`config.mk`:
```
export PLATFORM = sky130hd
export DESIGN_NAME = cmd_router
export DESIGN_NICKNAME = d
export VERILOG_FILES = /design/src/rtl/cmd_router.sv
export SDC_FILE = /design/constraint.sdc
export NUM_CORES = 1
export LEC_CHECK = 0
export ABC_CLOCK_PERIOD_IN_PS = 6100
export CELL_PAD_IN_SITES_DETAIL_PLACEMENT = 0
export CELL_PAD_IN_SITES_GLOBAL_PLACEMENT = 1
export CORE_ASPECT_RATIO = 1.2
export CORE_MARGIN = 1.5
export CORE_UTILIZATION = 16
export CTS_BUF_LIST = sky130_fd_sc_hd__clkbuf_8
export DETAILED_ROUTE_END_ITERATION = 8
export PLACE_DENSITY_LB_ADDON = 0.1
export SETUP_SLACK_MARGIN = 0.02
export SLEW_MARGIN = 20
export SYNTH_ARGS = -nofsm -noshare
export SYNTH_HDL_FRONTEND = slang
export SYNTH_SLANG_ARGS = --single-unit
```
`constraint.sdc`:
```
create_clock -name clk -period 6.1 [get_ports clk]
set_input_delay 1.22 -clock clk [delete_from_list [all_inputs] [get_ports clk]]
set_output_delay 1.22 -clock clk [all_outputs]
set_load 0.05 [all_outputs]
```
`src/rtl/cmd_router.sv`:
```
// cmd_router: in-order custom-instruction router from one CPU command/response port to NUM_SLV slaves.
//    clk, reset                      : clock, asynchronous active-high reset
//    cmd_*                           : CPU command in (valid/ready, function_id, two operands), cmd_int out
//    rsp_*                           : CPU response out (valid/ready, data)
//    s_cmd_*                         : per-slave command valid/ready, broadcast function_id and operands
//    s_rsp_*                         : per-slave response valid/ready, packed slave data (slave i at [32*i +: 32])
//    s_cmd_int                       : per-slave interrupts, OR-ed onto cmd_int
//    timeout_err                     : sticky watchdog flag
// Optional feature macro CMD_ROUTER_TIMEOUT_EN adds the response watchdog and late-response drop logic.
module cmd_router #(
   parameter int          NUM_SLV     = 2,
   parameter int          SEL_W       = $clog2(NUM_SLV),
   parameter int          OUTSTANDING = 4,
   parameter logic [31:0] ERR_DATA    = 32'hFFFF_FFFF,
   parameter int          TIMEOUT_CYC = 1024
) (
   input  logic                    clk,
   input  logic                    reset,
   input  logic                    cmd_valid,
   input  logic [9:0]              cmd_function_id,
   input  logic [31:0]             cmd_inputs_0,
   input  logic [31:0]             cmd_inputs_1,
   output logic                    cmd_ready,
   output logic                    cmd_int,
   output logic                    rsp_valid,
   output logic [31:0]             rsp_outputs_0,
   input  logic                    rsp_ready,
   output logic [NUM_SLV-1:0]      s_cmd_valid,
   output logic [9:0]              s_cmd_function_id,
   output logic [31:0]             s_cmd_inputs_0,
   output logic [31:0]             s_cmd_inputs_1,
   input  logic [NUM_SLV-1:0]      s_cmd_ready,
   input  logic [NUM_SLV-1:0]      s_rsp_valid,
   input  logic [32*NUM_SLV-1:0]   s_rsp_outputs_0,
   output logic [NUM_SLV-1:0]      s_rsp_ready,
   input  logic [NUM_SLV-1:0]      s_cmd_int,
   output logic                    timeout_err
);
   localparam int PTR_W = $clog2(OUTSTANDING);
   localparam int TAG_W = SEL_W + 1;
   // Tag value NUM_SLV marks a command the router answers itself.
   localparam logic [TAG_W-1:0] ERR_TAG = TAG_W'(NUM_SLV);

   if (NUM_SLV < 2 || NUM_SLV > 16 || OUTSTANDING < 2 || (OUTSTANDING & (OUTSTANDING - 1)) != 0 || TIMEOUT_CYC < 1) begin : g_bad_cfg
      $error("cmd_router: invalid parameter set");
   end

   logic [TAG_W-1:0]   r_tags [OUTSTANDING];
   logic [PTR_W-1:0]   r_wr_ptr, r_rd_ptr;
   logic [PTR_W:0]     r_count;
   logic [SEL_W-1:0]   w_idx;
   logic [TAG_W-1:0]   w_tag, w_head;
   logic [NUM_SLV-1:0] w_sel_oh, w_head_oh, w_drop_act;
   logic [31:0]        w_slv_data;
   logic               w_mapped, w_full, w_empty, w_push, w_pop, w_head_err, w_slv_valid, w_sub;

   assign w_idx      = cmd_function_id[9 -: SEL_W];
   assign w_mapped   = {1'b0, w_idx} < ERR_TAG;
   assign w_tag      = w_mapped ? {1'b0, w_idx} : ERR_TAG;
   assign w_full     = r_count == (PTR_W + 1)'(OUTSTANDING);
   assign w_empty    = r_count == '0;
   assign w_head     = r_tags[r_rd_ptr];
   assign w_head_err = !w_empty & (w_head == ERR_TAG);

   always_comb begin
      w_sel_oh    = '0;
      w_head_oh   = '0;
      w_slv_valid = 1'b0;
      w_slv_data  = '0;
      for (int i = 0; i < NUM_SLV; i++) begin
         w_sel_oh[i]  = w_mapped & (w_idx == SEL_W'(i));
         w_head_oh[i] = !w_empty & (w_head == TAG_W'(i));
         // A slave still owing a dropped response cannot supply the head response.
         w_slv_valid  = w_slv_valid | (w_head_oh[i] & s_rsp_valid[i] & !w_drop_act[i]);
         w_slv_data   = w_slv_data | (w_head_oh[i] ? s_rsp_outputs_0[32*i +: 32] : 32'h0);
      end
   end

   assign cmd_ready         = !w_full & (!w_mapped | |(s_cmd_ready & w_sel_oh));
   assign s_cmd_valid       = (cmd_valid & !w_full) ? w_sel_oh : '0;
   assign s_cmd_function_id = cmd_function_id;
   assign s_cmd_inputs_0    = cmd_inputs_0;
   assign s_cmd_inputs_1    = cmd_inputs_1;
   assign cmd_int           = |s_cmd_int;
   assign w_push            = cmd_valid & cmd_ready;

   assign rsp_valid     = w_head_err | w_sub | w_slv_valid;
   assign rsp_outputs_0 = !rsp_valid ? 32'h0 : (w_head_err | w_sub) ? ERR_DATA : w_slv_data;
   assign w_pop         = rsp_valid & rsp_ready;
   assign s_rsp_ready   = ((rsp_ready & !w_sub) ? w_head_oh : '0) | w_drop_act;

   always_ff @(posedge clk or posedge reset) begin
      if (reset) begin
         r_wr_ptr <= '0;
         r_rd_ptr <= '0;
         r_count  <= '0;
         for (int i = 0; i < OUTSTANDING; i++) r_tags[i] <= '0;
      end else begin
         if (w_push) begin
            r_tags[r_wr_ptr] <= w_tag;
            r_wr_ptr         <= r_wr_ptr + 1'b1;
         end
         if (w_pop) r_rd_ptr <= r_rd_ptr + 1'b1;
         r_count <= r_count + (PTR_W + 1)'(w_push) - (PTR_W + 1)'(w_pop);
      end
   end

`ifdef CMD_ROUTER_TIMEOUT_EN
   localparam int CNT_W  = $clog2(TIMEOUT_CYC + 1);
   localparam int DROP_W = PTR_W + 1;

   logic [CNT_W-1:0]  r_wait;
   logic [DROP_W-1:0] r_drop [NUM_SLV];
   logic              r_sub, r_timeout_err, w_waiting, w_fire;

   assign w_sub       = r_sub;
   assign timeout_err = r_timeout_err;
   assign w_waiting   = |w_head_oh & !w_pop & !r_sub;
   assign w_fire      = w_waiting & (r_wait == CNT_W'(TIMEOUT_CYC - 1));

   always_comb begin
      w_drop_act = '0;
      for (int i = 0; i < NUM_SLV; i++) w_drop_act[i] = r_drop[i] != '0;
   end

   always_ff @(posedge clk or posedge reset) begin
      if (reset) begin
         r_wait        <= '0;
         r_sub         <= 1'b0;
         r_timeout_err <= 1'b0;
         for (int i = 0; i < NUM_SLV; i++) r_drop[i] <= '0;
      end else begin
         r_wait <= (w_pop | w_fire) ? '0 : w_waiting ? r_wait + 1'b1 : r_wait;
         if (w_fire) begin
            r_sub         <= 1'b1;
            r_timeout_err <= 1'b1;
         end else if (w_pop) begin
            r_sub <= 1'b0;
         end
         // The abandoned slave's late response is owed to us and swallowed.
         for (int i = 0; i < NUM_SLV; i++)
            r_drop[i] <= r_drop[i] + DROP_W'(w_fire & w_head_oh[i]) - DROP_W'(w_drop_act[i] & s_rsp_valid[i]);
      end
   end
`else
   assign w_sub       = 1'b0;
   assign w_drop_act  = '0;
   assign timeout_err = 1'b0;
`endif
endmodule

```
* Word level (Yosys, flattened, before mapping)
Index checks and enable logic that the tools add are counted.
** Operators by class
- Muxes and demuxes :: 12
- Reduce and logical (&&, ||, !) cells :: 7
- Order comparisons :: 3
- Eq/ne operators :: 3
- Add/sub/neg operators :: 4
- Bitwise gates (word level) :: 16
** Operator list (count)
- 32-bit two-way mux :: 4
- 32-bit OR :: 1
- 2-bit two-way mux :: 5
- 1-bit AND :: 9
- 8-bit bitwise mux :: 1
- 3-bit greater-or-equal comparator (second input constant) :: 2
- 2-bit NOT with 3-bit output :: 2
- 2-bit by 1-bit adder with 2-bit output (second input constant) :: 2
- 2-bit binary-select mux with 2-bit select :: 1
- 2-bit demux with 2-bit select :: 1
- 2-bit OR reduction :: 2
- 3-bit by 1-bit adder with 3-bit output :: 1
- 3-bit equality test (second input constant) :: 1
- 3-bit logical NOT :: 1
- 3-bit by 1-bit less-than comparator with 1-bit output (second input constant) :: 1
- 3-bit by 1-bit subtractor with 3-bit output :: 1
- 2-bit AND :: 1
- 2-bit by 1-bit equality test with 1-bit output (second input constant) :: 1
- 2-bit equality test (second input constant) :: 1
- 1-bit logical NOT :: 2
- 2-bit logical NOT :: 1
- 1-bit OR :: 2
- 1-bit logical AND :: 1
- 1-bit NOT :: 1
** Word-level totals
- Bits of input ports :: 148
- Register bits :: 15
- Output and inout port bits :: 114
- Logic and storage cells :: 52

* Longest topological paths before layout
Gate-level depths: netlist of run 1.
- Depth after elaboration :: 11
- Mapped depth :: 11
- Gate-level depth less buffers :: 10

* Worst setup path before layout of run 1
OpenSTA, ideal clock, no wires.
- Path kind :: input port to output port
- From :: input s_rsp_valid[0]
- To :: output rsp_outputs_0[0]
- Buffers on the path :: 2
- Data arrival time :: 2.568 ns
- Path slack :: 2.312 ns
- Stages on the path :: 4
- Required time :: 4.880 ns
- Path through :: clkbuf_1 > clkbuf_1 > nand3b_1 > a21oi_1
** Between the ends
- Word-level cells in the longest chain between the ends :: 4
** Ends and longest elaborated chain
- from (decl) :: RTL line 33 : input logic [NUM_SLV-1:0] s_rsp_valid,
- 1-bit AND :: RTL line 74 : w_slv_valid = w_slv_valid | (w_head_oh[i] & s_rsp_valid[i] & !w_drop_act[i]);
- 1-bit OR :: RTL line 74
- 1-bit OR :: RTL line 87 : assign rsp_valid = w_head_err | w_sub | w_slv_valid;
- 32-bit two-way mux :: RTL line 88 : assign rsp_outputs_0 = !rsp_valid ? 32'h0 : (w_head_err | w_sub) ? ERR_DATA : w_slv_data;
- to (decl) :: RTL line 26 : output logic [31:0] rsp_outputs_0,
Every way passes these cells.

* Worst setup path after layout of run 1
- From :: input s_rsp_valid[1]
- To :: output rsp_outputs_0[28]
The elaborated chain is that of the path after synthesis.

==> run summary, run 1 <==
Status -> finished clean
Fmax -> 212 MHz
Final Cycle Share -> 77.4%
R2R Path Start -> r_rd_ptr[0]
Leak -> 0.927 nW
Switch Pwr -> 0.471 mW
Logic pwr share -> 76.6%
FP Rows -> 43
Worst VDD drop -> 0.220 mV
WHS -> 0.488 ns
Root buffer cell -> clkbuf_8
Hold Path Class -> flop to flop
Slew Viols, Final -> 0
Fillers -> 1345
Total GRT Usage -> 10.2%
Routed wire length per instance -> 15.2 um
Port Buffers -> 114
Clock-pin slew on the worst setup and hold paths -> 0.05 ns
Routed WL -> 6660 um
Final min period -> 4.72 ns
TritonCTS clock tree -> built
Placed insts -> 435
Largest net degree at the start of global routing -> 41
Most frequent cells in the layout -> clkdlybuf4s50_1 (114), a21oi_1 (36), nand3_1 (32), nand3b_1 (32), dfrtp_1 (11)
Mapped Area -> 1880 um^2
Area Overhead vs Synth -> 40.7%
Longest Clk Path Bufs -> 2
Die area -> 12400 um^2
I/O pin cnt -> 262
Skew final -> 0.000514 ns
Switch share -> 53.9%
Setup TNS -> 0 ns
Hold path cells -> 1
Dominant synthesized flop cell -> dfrtp_1
Starting Density -> 16.3%
Max Cap Viol -> 0
Adder-cell share of the synthesized area -> 5.07%
RSZ-0062 raised after global routing -> no
Synth cell types -> 32
Drt via density -> 4.05
Placed Instance Area -> 2600 um^2
Antenna violations before repair -> 0
Drt pass-1 iters -> 4
Critical Path AT -> 3.50 ns
Hpwl dp -> 5080 um
Mapped Avg Cell Area -> 7.39 um^2
ANT nets after route -> 0
Simple-Gate Fraction of Synth Area -> 27.9%
Yosys top cell by area -> buf_4
# hold bufs at CTS -> 0
Relative slew margins -> 63.3%
Post-layout util -> 22.9%
Asr flop ratio synth -> 100%
WP data required -> 4.88 ns
Post-route cell area -> 2640 um^2
Final setup fails -> 0
Post-CTS Resized -> 0
Beginning of the worst hold path -> r_rd_ptr[1]
Synth Area in Compound Gates -> 10.9%
Global-route wire length before repair -> 9930 um
R2r setup slk -> 2.81 ns
Fraction of synthesized area in multiplexers -> 2.93%
Crit Path Max Fanout -> 20
Net Count, Synth -> 409
Drc violations -> 0
Crit path kind -> input port to output port
Post-CTS Repair Setup Buffers -> 0
Hold worst-path end -> r_rd_ptr[1]
Reg2reg path depth -> 11
Post-Syn Instances -> 254
Ant. Diodes -> 0
Share of layout cells above drive strength 1 -> 3.90%
Crit end category -> output port
Pint -> 0.403 mW
#FFs+latches synth -> 11
Total CTS buffers -> 3
Fin cells -> 439
Final worst-path setup slack -> 1.38 ns
PD cells -> 331 nW/um^2
DIE WIDTH -> 102 um
Tot Pwr -> 0.874 mW
Setup crit start kind -> input port
Initial DRC Count -> 65
Final hold vios -> 0
Post-synthesis sequential area ratio -> 14.7%
FF-to-FF End -> r_count[2]
GPL Wtd Cong -> 0.676
H-tree depth -> 1
Sequential power share -> 15.5%
Clock latency at the later pin of the worst-skew pair -> 0.23 ns
Post-synth EDFFs -> 0
Pre-CTS WS -> 1.33 ns
Vias in the first global route -> 1812
Yosys Warn Count -> 0
Post-synth top area share -> 30.0%
Synth area leaders -> buf_4 (30%), dfrtp_1 (15%), nand3b_1 (13%)
Actual slew at the worst max-slew pin -> 0.549 ns
Final-stage net count -> 438
Die H -> 122 um
Commonest non-fill, non-tap cell in the layout -> clkdlybuf4s50_1
Power share of the clock group -> 7.9%
GR Overflow Total -> 0
Via count -> 1778
Num Clock Sinks -> 11
Main combinational cell family by area after synthesis -> buffers and inverters
XOR/XNOR Fraction of Synth Area -> 2.33%
Core Area -> 11500 um^2
-- cell type report --
cell class	count	area, um^2	area share, %
Inverter	6	22.5	0.853
Clock inverter	1	3.75	0.142
Sequential cell	11	275	10.4
Clock buffer	3	41.3	1.56
Tap cell	157	196	7.44
Multi-Input combinational cell	143	931	35.2
Timing Repair Buffer	118	1170	44.3
-- synthesized netlist by cell type, types with 2 or more instances --
cell	n
buf_6	2
nand4_1	4
and2_1	2
xnor2_1	3
nand3b_1	32
ha_1	6
inv_1	6
buf_4	75
clkbuf_1	11
buf_1	3
nand3_1	32
xor2_1	2
buf_2	3
dfrtp_1	11
nor2_1	7
a21oi_1	36
a31oi_1	4
-- metal layers --
metal / GRT usage (%) / routed length, um / vias up
met5: 0 / 0 / -
met4: 4.45 / 315 / 0
met3: 1.89 / 412 / 34
met2: 19.0 / 3480 / 68
met1: 11.1 / 2460 / 829
li1: - / - / 847
-- cells by family (layout without fill, tap and decap cells) --
group                      count (synthesis)  count (layout)
buffers and inverters                    100             128
and+or+nand+nor                           86              86
AOI/OAI and AO/OA                         40              40
DFF                                       11              11
adders and majority gates                  7               7
xor gates and xnor gates                   5               5
muxes                                      4               4
other                                      1               1
-- state kept, by name, indices dropped and copies added (netlist names) --
register and flops:
r_tags 4, r_count 3, r_rd_ptr 2, r_wr_ptr 2
-- how the worst max path moves through the flow --
stage                   startpoint                end  slack, ns  cells past startpoint
detailed placement  s_rsp_valid[1]  rsp_outputs_0[28]       1.33                      5
CTS                 s_rsp_valid[1]  rsp_outputs_0[28]       1.32                      5
global placement    s_rsp_valid[1]  rsp_outputs_0[28]       1.33                      5
global route        s_rsp_valid[1]  rsp_outputs_0[23]       1.20                      5
finish              s_rsp_valid[1]  rsp_outputs_0[28]       1.38                      5
floorplan           s_rsp_valid[0]   rsp_outputs_0[0]       2.31                      4
-- power by group through the flow --
| stage | registers, mW | clock network, mW | logic [mW] |
|---|---|---|---|
| 6_report | 0.136 | 0.0693 | 0.669 |
| 5_1_grt | 0.142 | 0.0752 | 0.724 |
| 4_1_cts | 0.137 | 0.0723 | 0.682 |
| 3_5_place_dp | 0.139 | 0 | 0.679 |
| 3_3_place_gp | 0.139 | 0 | 0.681 |
| 2_1_floorplan | 0.128 | 0 | 0.591 |
-- critical path, cell delays in order --
cell	delay (ns)
clkdlybuf4s50_1	0.82
buf_4	0.35
nand3_1	0.10
a21oi_1	0.18
clkdlybuf4s50_1	0.82
Power figures use the tool's default switching activity.
==> run 2, diff against run 1 <==
Settings changed: ABC_CLOCK_PERIOD_IN_PS 6100 to 4800, CORE_UTILIZATION 16 to 15.
Clock period 6.1 ns to 4.8 ns, I/O delays scaled along.
==> run 2 against run 1 <==
Effect of this change:
- wire length rose by 6.0%
- total power increased by 29%
- global-route usage grew 0.30 points
- clock skew hardly changed
- sequential cell count unchanged
- first-iteration DRC count is 6.2% lower
- sequential power is 29% higher
- count of clock-buffer cells in the layout unchanged
- design area barely moved
==> run summary, run 2 (same netlist as run 1, synthesis figures left out) <==
H-tree depth -> 1
Final Cycle Share -> 81.3%
Drt pass-1 iters -> 4
CP delay by family, top -> multiplexers
RSZ-0062 raised after global routing -> no
Leak -> 0.940 nW
# hold bufs at CTS -> 0
Via count -> 1791
Setup TNS -> 0 ns
GR Overflow Total -> 0
Final worst-path setup slack -> 0.896 ns
Global-route wire length before repair -> 10900 um
Critical path endpoint -> rsp_outputs_0[3]
Largest Register -> r_tags
Final hold vios -> 0
Final min period -> 3.90 ns
Hpwl dp -> 5300 um
Hold Path Class -> flop to flop
Pre-CTS WS -> 0.889 ns
TritonCTS clock tree -> built
Die H -> 126 um
Commonest non-fill, non-tap cell in the layout -> clkdlybuf4s50_1
Most frequent cells in the layout -> clkdlybuf4s50_1 (109), a21oi_1 (36), nand3_1 (32), nand3b_1 (32), dfrtp_1 (11)
Initial DRC Count -> 61
Critical path startpoint -> r_rd_ptr[0]
PD cells -> 426 nW/um^2
Area Overhead vs Synth -> 40.9%
Antenna violations before repair -> 1
Routed wire length per instance -> 15.9 um
Port Buffers -> 114
Clock latency at the later pin of the worst-skew pair -> 0.24 ns
Routed WL -> 7070 um
Fillers -> 1374
Core Area -> 12200 um^2
Slew Viols, Final -> 0
FF-to-FF End -> r_count[2]
Setup crit start kind -> flop
GPL Wtd Cong -> 0.668
CP bufs+invs -> 1
Final-stage net count -> 439
Post-CTS Resized -> 0
ANT nets after route -> 0
CP Cell Sequence -> mux4_4 > nand3b_1 > a21oi_1 > clkdlybuf4s50_1
FP Rows -> 44
Starting Density -> 15.4%
I/O pin cnt -> 262
DIE WIDTH -> 105 um
Vias in the first global route -> 1907
Relative slew margins -> 60.0%
CP max stage delay -> 1.00 ns
Actual slew at the worst max-slew pin -> 0.599 ns
Drc violations -> 0
Root buffer cell -> clkbuf_8
Max reg flops -> 4
Slowest CP cell -> mux4_4
Crit path kind -> flop to output port
Leading registers by flop count -> r_tags (4), r_count (3)
Post-route cell area -> 2640 um^2
Fmax -> 256 MHz
Die area -> 13200 um^2
Longest Clk Path Bufs -> 2
Ant. Diodes -> 0
Placed Instance Area -> 2600 um^2
WP data required -> 3.84 ns
Crit path depth -> 4
R2r setup slk -> 1.46 ns
Max Cap Viol -> 0
Crit end category -> output port
Clock-pin slew on the worst setup and hold paths -> 0.05 ns
Critical Path AT -> 2.94 ns
Num Clock Sinks -> 11
Status -> finished clean
Total GRT Usage -> 10.5%
Total CTS buffers -> 3
Worst VDD drop -> 0.168 mV
Largest net degree at the start of global routing -> 66
Final setup fails -> 0
R2R Path Start -> r_rd_ptr[0]
Drt via density -> 4.03
Reg2reg path depth -> 11
Crit Path Max Fanout -> 65
Share of layout cells above drive strength 1 -> 6.01%
Skew final -> 0.000275 ns
Post-CTS Repair Setup Buffers -> 0
## run 2: per-stage QoR
stage                     instances  power [mW]  utilization (%)  hold WS (ns)
after global placement          440        1.05             21.3         0.484
after detailed placement        440        1.05             21.3         0.484
after global routing            444        1.21             21.7         0.539
after floorplan                 254       0.913                -         0.450
after CTS                       444        1.15             21.7         0.492
final                           444        1.13             21.7         0.489
## run 2: worst reg2reg max path, delay by kind of cell (launching register included)
family / cells / cell delay (ns)
adder cells (fa/ha/maj): 3 / 0.78
buffers and inverters: 3 / 0.39
multiplexers: 2 / 1.25
AND/OR/NAND/NOR: 1 / 0.12
flip-flops: 1 / 0.41
XOR/XNOR: 2 / 0.32
## run 2: layout make-up
cell class                      count  area [um^2]  share of cell area [%]
Tap cell                          161          201                    7.62
Sequential cell                    11          275                    10.4
Inverter                            6         22.5                   0.852
Clock inverter                      1         3.75                   0.142
Timing Repair Buffer              119         1170                    44.1
Clock buffer                        3         41.3                    1.56
Multi-Input combinational cell    143          933                    35.3
## run 2: report_power, final
| part | switching [mW] | internal, mW |
|---|---|---|
| clock | 0.0381 | 0.0565 |
| sequential | 0.0426 | 0.132 |
| combinational | 0.531 | 0.326 |
## run 2: how the worst min path moves through the flow
| stage | from | endpoint | slack, ns | cells after the start |
|---|---|---|---|---|
| 2_1_floorplan | r_rd_ptr[1] | r_rd_ptr[1] | 0.45 | 1 |
| 3_3_place_gp | r_rd_ptr[1] | r_rd_ptr[1] | 0.48 | 1 |
| 6_report | r_rd_ptr[1] | r_rd_ptr[1] | 0.49 | 1 |
| 4_1_cts | r_rd_ptr[1] | r_rd_ptr[1] | 0.49 | 1 |
| 3_5_place_dp | r_rd_ptr[1] | r_rd_ptr[1] | 0.48 | 1 |
| 5_1_grt | r_rd_ptr[1] | r_rd_ptr[1] | 0.54 | 1 |
## run 2: per-layer routing
layer	up-vias	GRT usage [%]	share of wire (%)
li1	847	-	-
met1	820	11.5	38
met2	77	18.8	51
met3	45	2.61	6.6
met4	2	4.92	3.8
met5	-	0	0.17
==> run 3, diff against run 2 <==
Settings changed: ABC_CLOCK_PERIOD_IN_PS 4800 to 3440, CORE_UTILIZATION 15 to 13.
Clock period 4.8 ns to 3.44 ns, I/O delays scaled along.
==> run 3 against run 2 <==
Effect of this change:
- hold slack worse by 0.0093 ns
- register-to-register slack worse by 1.0 ns
- die area grew 15%
- first-iteration DRC count is 23% higher
- core utilization about the same
- setup slack lost 0.51 ns
- critical path type is now input port to output port
- highest routed layer is now met4
==> run summary, run 3 (same netlist as run 1, synthesis figures left out) <==
Status -> finished clean
Switch Pwr -> 0.918 mW
Crit path depth -> 4
Longest Clk Path Bufs -> 2
Critical Path AT -> 2.37 ns
Leak -> 1.11 nW
Core Area -> 13900 um^2
Via count -> 1822
Tot Pwr -> 1.85 mW
Final-stage net count -> 439
Pre-CTS WS -> 0.382 ns
Leading registers by flop count -> r_tags (4), r_count (3)
Setup TNS -> 0 ns
Root buffer cell -> clkbuf_8
Die H -> 135 um
Crit end category -> output port
Total CTS buffers -> 3
Area Overhead vs Synth -> 61.5%
Commonest non-fill, non-tap cell in the layout -> clkdlybuf4s50_1
Placed insts -> 450
Max reg flops -> 4
Skew final -> 0.00351 ns
Fin cells -> 455
Max Cap Viol -> 0
Final hold vios -> 0
CP delay by family, top -> buffers and inverters
Initial DRC Count -> 75
Hpwl dp -> 5950 um
Port Buffers -> 114
Antenna violations before repair -> 1
TritonCTS clock tree -> built
Drt via density -> 4.00
Global-route wire length before repair -> 11500 um
Final setup fails -> 0
Reg2reg path depth -> 10
Hold path cells -> 1
Largest Register -> r_tags
Starting Density -> 13.5%
Pint -> 0.931 mW
Logic pwr share -> 80.2%
# hold bufs at CTS -> 0
PD cells -> 610 nW/um^2
Crit path kind -> input port to output port
Clock latency at the later pin of the worst-skew pair -> 0.23 ns
I/O pin cnt -> 262
Hold Path Class -> flop to flop
GR Overflow Total -> 0
Post-CTS Repair Setup Buffers -> 0
Crit Path Max Fanout -> 2
Post-CTS Resized -> 0
CP max stage delay -> 0.69 ns
Fmax -> 327 MHz
Total GRT Usage -> 9.83%
RSZ-0062 raised after global routing -> no
Clock-pin slew on the worst setup and hold paths -> 0.05 ns
Final min period -> 3.06 ns
Worst VDD drop -> 0.226 mV
FP Rows -> 47
ANT nets after route -> 0
Setup crit start kind -> input port
WP data required -> 2.75 ns
Power share of the clock group -> 6.8%
Routed wire length per instance -> 17.1 um
Final Cycle Share -> 88.9%
Slowest CP cell -> clkdlybuf4s50_1
Share of layout cells above drive strength 1 -> 16.6%
Sequential power share -> 13.0%
Multi-input gate area -> 931 um^2
Num Clock Sinks -> 11
Final worst-path setup slack -> 0.383 ns
Fillers -> 1543
Slew Viols, Final -> 0
DIE WIDTH -> 113 um
Vias in the first global route -> 1874
Most frequent cells in the layout -> clkdlybuf4s50_1 (79), a21oi_1 (36), buf_12 (36)
Die area -> 15200 um^2
CP dominant cell by count -> clkdlybuf4s50_1
GPL Wtd Cong -> 0.724
Largest net degree at the start of global routing -> 55
WHS -> 0.479 ns
Routed WL -> 7780 um
Drc violations -> 0
Switch share -> 49.7%
Drt pass-1 iters -> 4
H-tree depth -> 1
CP Cell Sequence -> clkdlybuf4s50_1 > mux2_2 > and2_1 > clkdlybuf4s50_1
Actual slew at the worst max-slew pin -> 0.477 ns
Relative slew margins -> 67.3%
Register area -> 275 um^2
CP bufs+invs -> 2
-- run 3: cell types whose count changed in the layout (fill, tap and decap cells not counted), sizes merged --
| cell | previous run | this run |
|---|---|---|
| buf | 10 | 40 |
| clkdlybuf4s50 | 109 | 79 |
| diode | 0 | 1 |
-- run 3: worst paths after layout --
| path | start | to | slack [ns] |
|---|---|---|---|
| worst max register to register | r_rd_ptr[0] | r_count[2] | 0.46 |
| max in group asynchronous | reset | r_tags[4] | 2.38 |
| worst max-delay path | cmd_function_id[9] | cmd_ready | 0.38 |
| min in group asynchronous | reset | r_wr_ptr[1] | 0.75 |
| worst min-delay path | r_rd_ptr[1] | r_rd_ptr[1] | 0.48 |
| worst min register to register | r_rd_ptr[1] | r_rd_ptr[1] | 0.48 |
-- run 3: layout make-up --
type | count | share of cell area, %
Timing Repair Buffer | 119 | 50.8
Multi-Input combinational cell | 143 | 30.7
Sequential cell | 11 | 9.08
Tap cell | 171 | 7.06
Clock buffer | 3 | 1.36
Inverter | 6 | 0.743
Clock inverter | 1 | 0.124
Antenna cell | 1 | 0.0825
-- run 3: power groups by stage --
| stage | Clock (mW) | Combinational (mW) | Sequential (mW) |
|---|---|---|---|
| floorplan | 0 | 1.05 | 0.226 |
| global placement | 0 | 1.52 | 0.247 |
| detailed placement | 0 | 1.51 | 0.244 |
| CTS | 0.132 | 1.51 | 0.242 |
| global route | 0.139 | 1.58 | 0.251 |
| finish | 0.125 | 1.48 | 0.241 |
-- run 3: per-stage QoR --
stage	util, %	cell area [um^2]
2_1_floorplan	-	1880
3_3_place_gp	21.4	2980
3_5_place_dp	21.4	2980
4_1_cts	21.7	3030
5_1_grt	21.7	3030
6_report	21.8	3030
-- run 3: routing by layer --
metal  GRT usage [%]  vias to the layer above  wire length (um)
li1                -                      852                 -
met1            10.8                      835              2690
met4            6.33                        0               455
met5               0                        -                 0
met3            2.29                       38               659
met2            17.0                       97              3970
==> edit: new RTL, settings of run 1 <==
Build with the macro `CMD_ROUTER_TIMEOUT_EN` defined.
--- a/src/rtl/cmd_router.sv
+++ b/src/rtl/cmd_router.sv
@@ -9,2 +9,4 @@
 // Optional feature macro CMD_ROUTER_TIMEOUT_EN adds the response watchdog and late-response drop logic.
+`define CMD_ROUTER_TIMEOUT_EN
+
 module cmd_router #(
Formal check against the unedited RTL: same outputs for any inputs over 10 cycles, from zero or initial values and one cycle with reset high; that may be too few to reach the edited logic, so the function may still have changed.
==> edit against run 1 <==
- total power up 110%
- count of clock-buffer cells in the layout up 3
- worst setup slack better by 120 ps
- maximum frequency grew 2.6%
- critical path depth up 1
- sequential cell count up 19
- sequential share of layout area grew 10 points
- design area rose by 39%
- first-iteration DRC count is 12% higher
- clock power grew 140%
- wire length rose by 24%
- area after synthesis rose by 46%
- highest routed layer unchanged
==> edit: results <==
export IMPL_rrSetupSlack_ps=2740
export IMPL_worst_path_max_fanout=33
export IMPL_final_layout_size_suffix_gt1_frac=0.0602
export IMPL_reg2reg_depth=10
export IMPL_grt_max_degree=38
export IMPL_gp_congestion=0.656
export IMPL_holdPathEnd="timeout_err"
export IMPL_fin_skew_ps=15.4
export IMPL_synthAdderAreaFrac=0.0721
export IMPL_cts_buffers=5
export IMPL_place_hpwl_mm=6.36
export IMPL_dr_wl_met2_mm=3.80
export IMPL_run_status="finished clean"
export IMPL_drtIter0Drc=73
export IMPL_syn_nets=469
export IMPL_post_place_ws_ps=1490
export IMPL_wl_met1_mm=3.52
export IMPL_dr_wl_met3_um=736
export IMPL_hold_start="timeout_err"
export IMPL_reg_top3="r_wait x11, r_drop x6, r_tags x4"
export IMPL_synth_area_top_cells="dfrtp_1 27%, buf_4 21%, mux2i_1 12%"
export IMPL_synth_commonest_cells="75 x buf_4, 33 x mux2i_1, 30 x dfrtp_1"
export IMPL_synth_distinct_cells=39
export IMPL_routed_wl_mm=8.28
export IMPL_ys_seq_area_frac=0.274
export IMPL_rr_startpoint="r_rd_ptr[1]"
export IMPL_p_leak_nw=1.51
export IMPL_grt_pass1_vias=2323
export IMPL_synth_xor_area_frac=0.0543
export IMPL_dpl_cell_area_sq_um=3580
export IMPL_ir_drop_mv=0.196
export IMPL_max_stage_delay_ps=840
export IMPL_crit_arrival_ps=3380
export IMPL_grt_total_usage=0.0909
export IMPL_synth_compound_area_frac=0.0867
export IMPL_synth_mux_area_frac=0.145
export IMPL_nets=510
export IMPL_port_buffers=115
export IMPL_grt_pass1_wl_mm=12.4
edit: metal layers:
metal,GRT usage,vias up
met5,0,-
met4,0.0395,0
met3,0.0293,32
met2,0.151,121
met1,0.106,985
li1,-,1037
edit: per-stage QoR:
| stage | cells | hold WS (ps) |
|---|---|---|
| final | 565 | 465 |
| after global routing | 565 | 497 |
| after CTS | 565 | 477 |
| after detailed placement | 557 | 460 |
| after global placement | 557 | 451 |
| after floorplan | 307 | 470 |
edit: logic make-up after synthesis:
kind of cell             count (synthesis)
XOR/XNOR                                17
AO/OA/AOI/OAI                           43
buffers and inverters                  100
AND/OR/NAND/NOR                         65
adder cells (fa/ha/maj)                 14
multiplexers                            38
flip-flops                              30
edit: worst max-delay path by stage:
stage / endpoint / slack, ps / cells past startpoint
floorplan: rsp_outputs_0[0] / 2240 / 3
global placement: rsp_outputs_0[20] / 1510 / 6
detailed placement: rsp_outputs_0[31] / 1490 / 6
CTS: rsp_outputs_0[31] / 1490 / 6
global route: rsp_outputs_0[31] / 1340 / 7
finish: rsp_outputs_0[31] / 1500 / 6
edit: worst max-delay path, delay by kind of cell:
kind            cells  cell delay, ps
compound gates      1             230
buf+inv             3            1620
simple gates        2             300
edit: where the power goes:
part | internal [mW] | leakage (nW) | total, mW | switching [mW]
logic | 0.509 | 1.08 | 1.29 | 0.782
registers | 0.289 | 0.368 | 0.365 | 0.0758
clock network | 0.0894 | 0.0524 | 0.169 | 0.0797
edit: layout make-up:
type | count | area (sq um)
Clock inverter | 2 | 8.76
Timing Repair Buffer | 119 | 1180
Inverter | 15 | 56.3
Tap cell | 216 | 270
Sequential cell | 30 | 751
Clock buffer | 6 | 82.6
Multi-Input combinational cell | 177 | 1320
Fill cell | 1848 | 13200
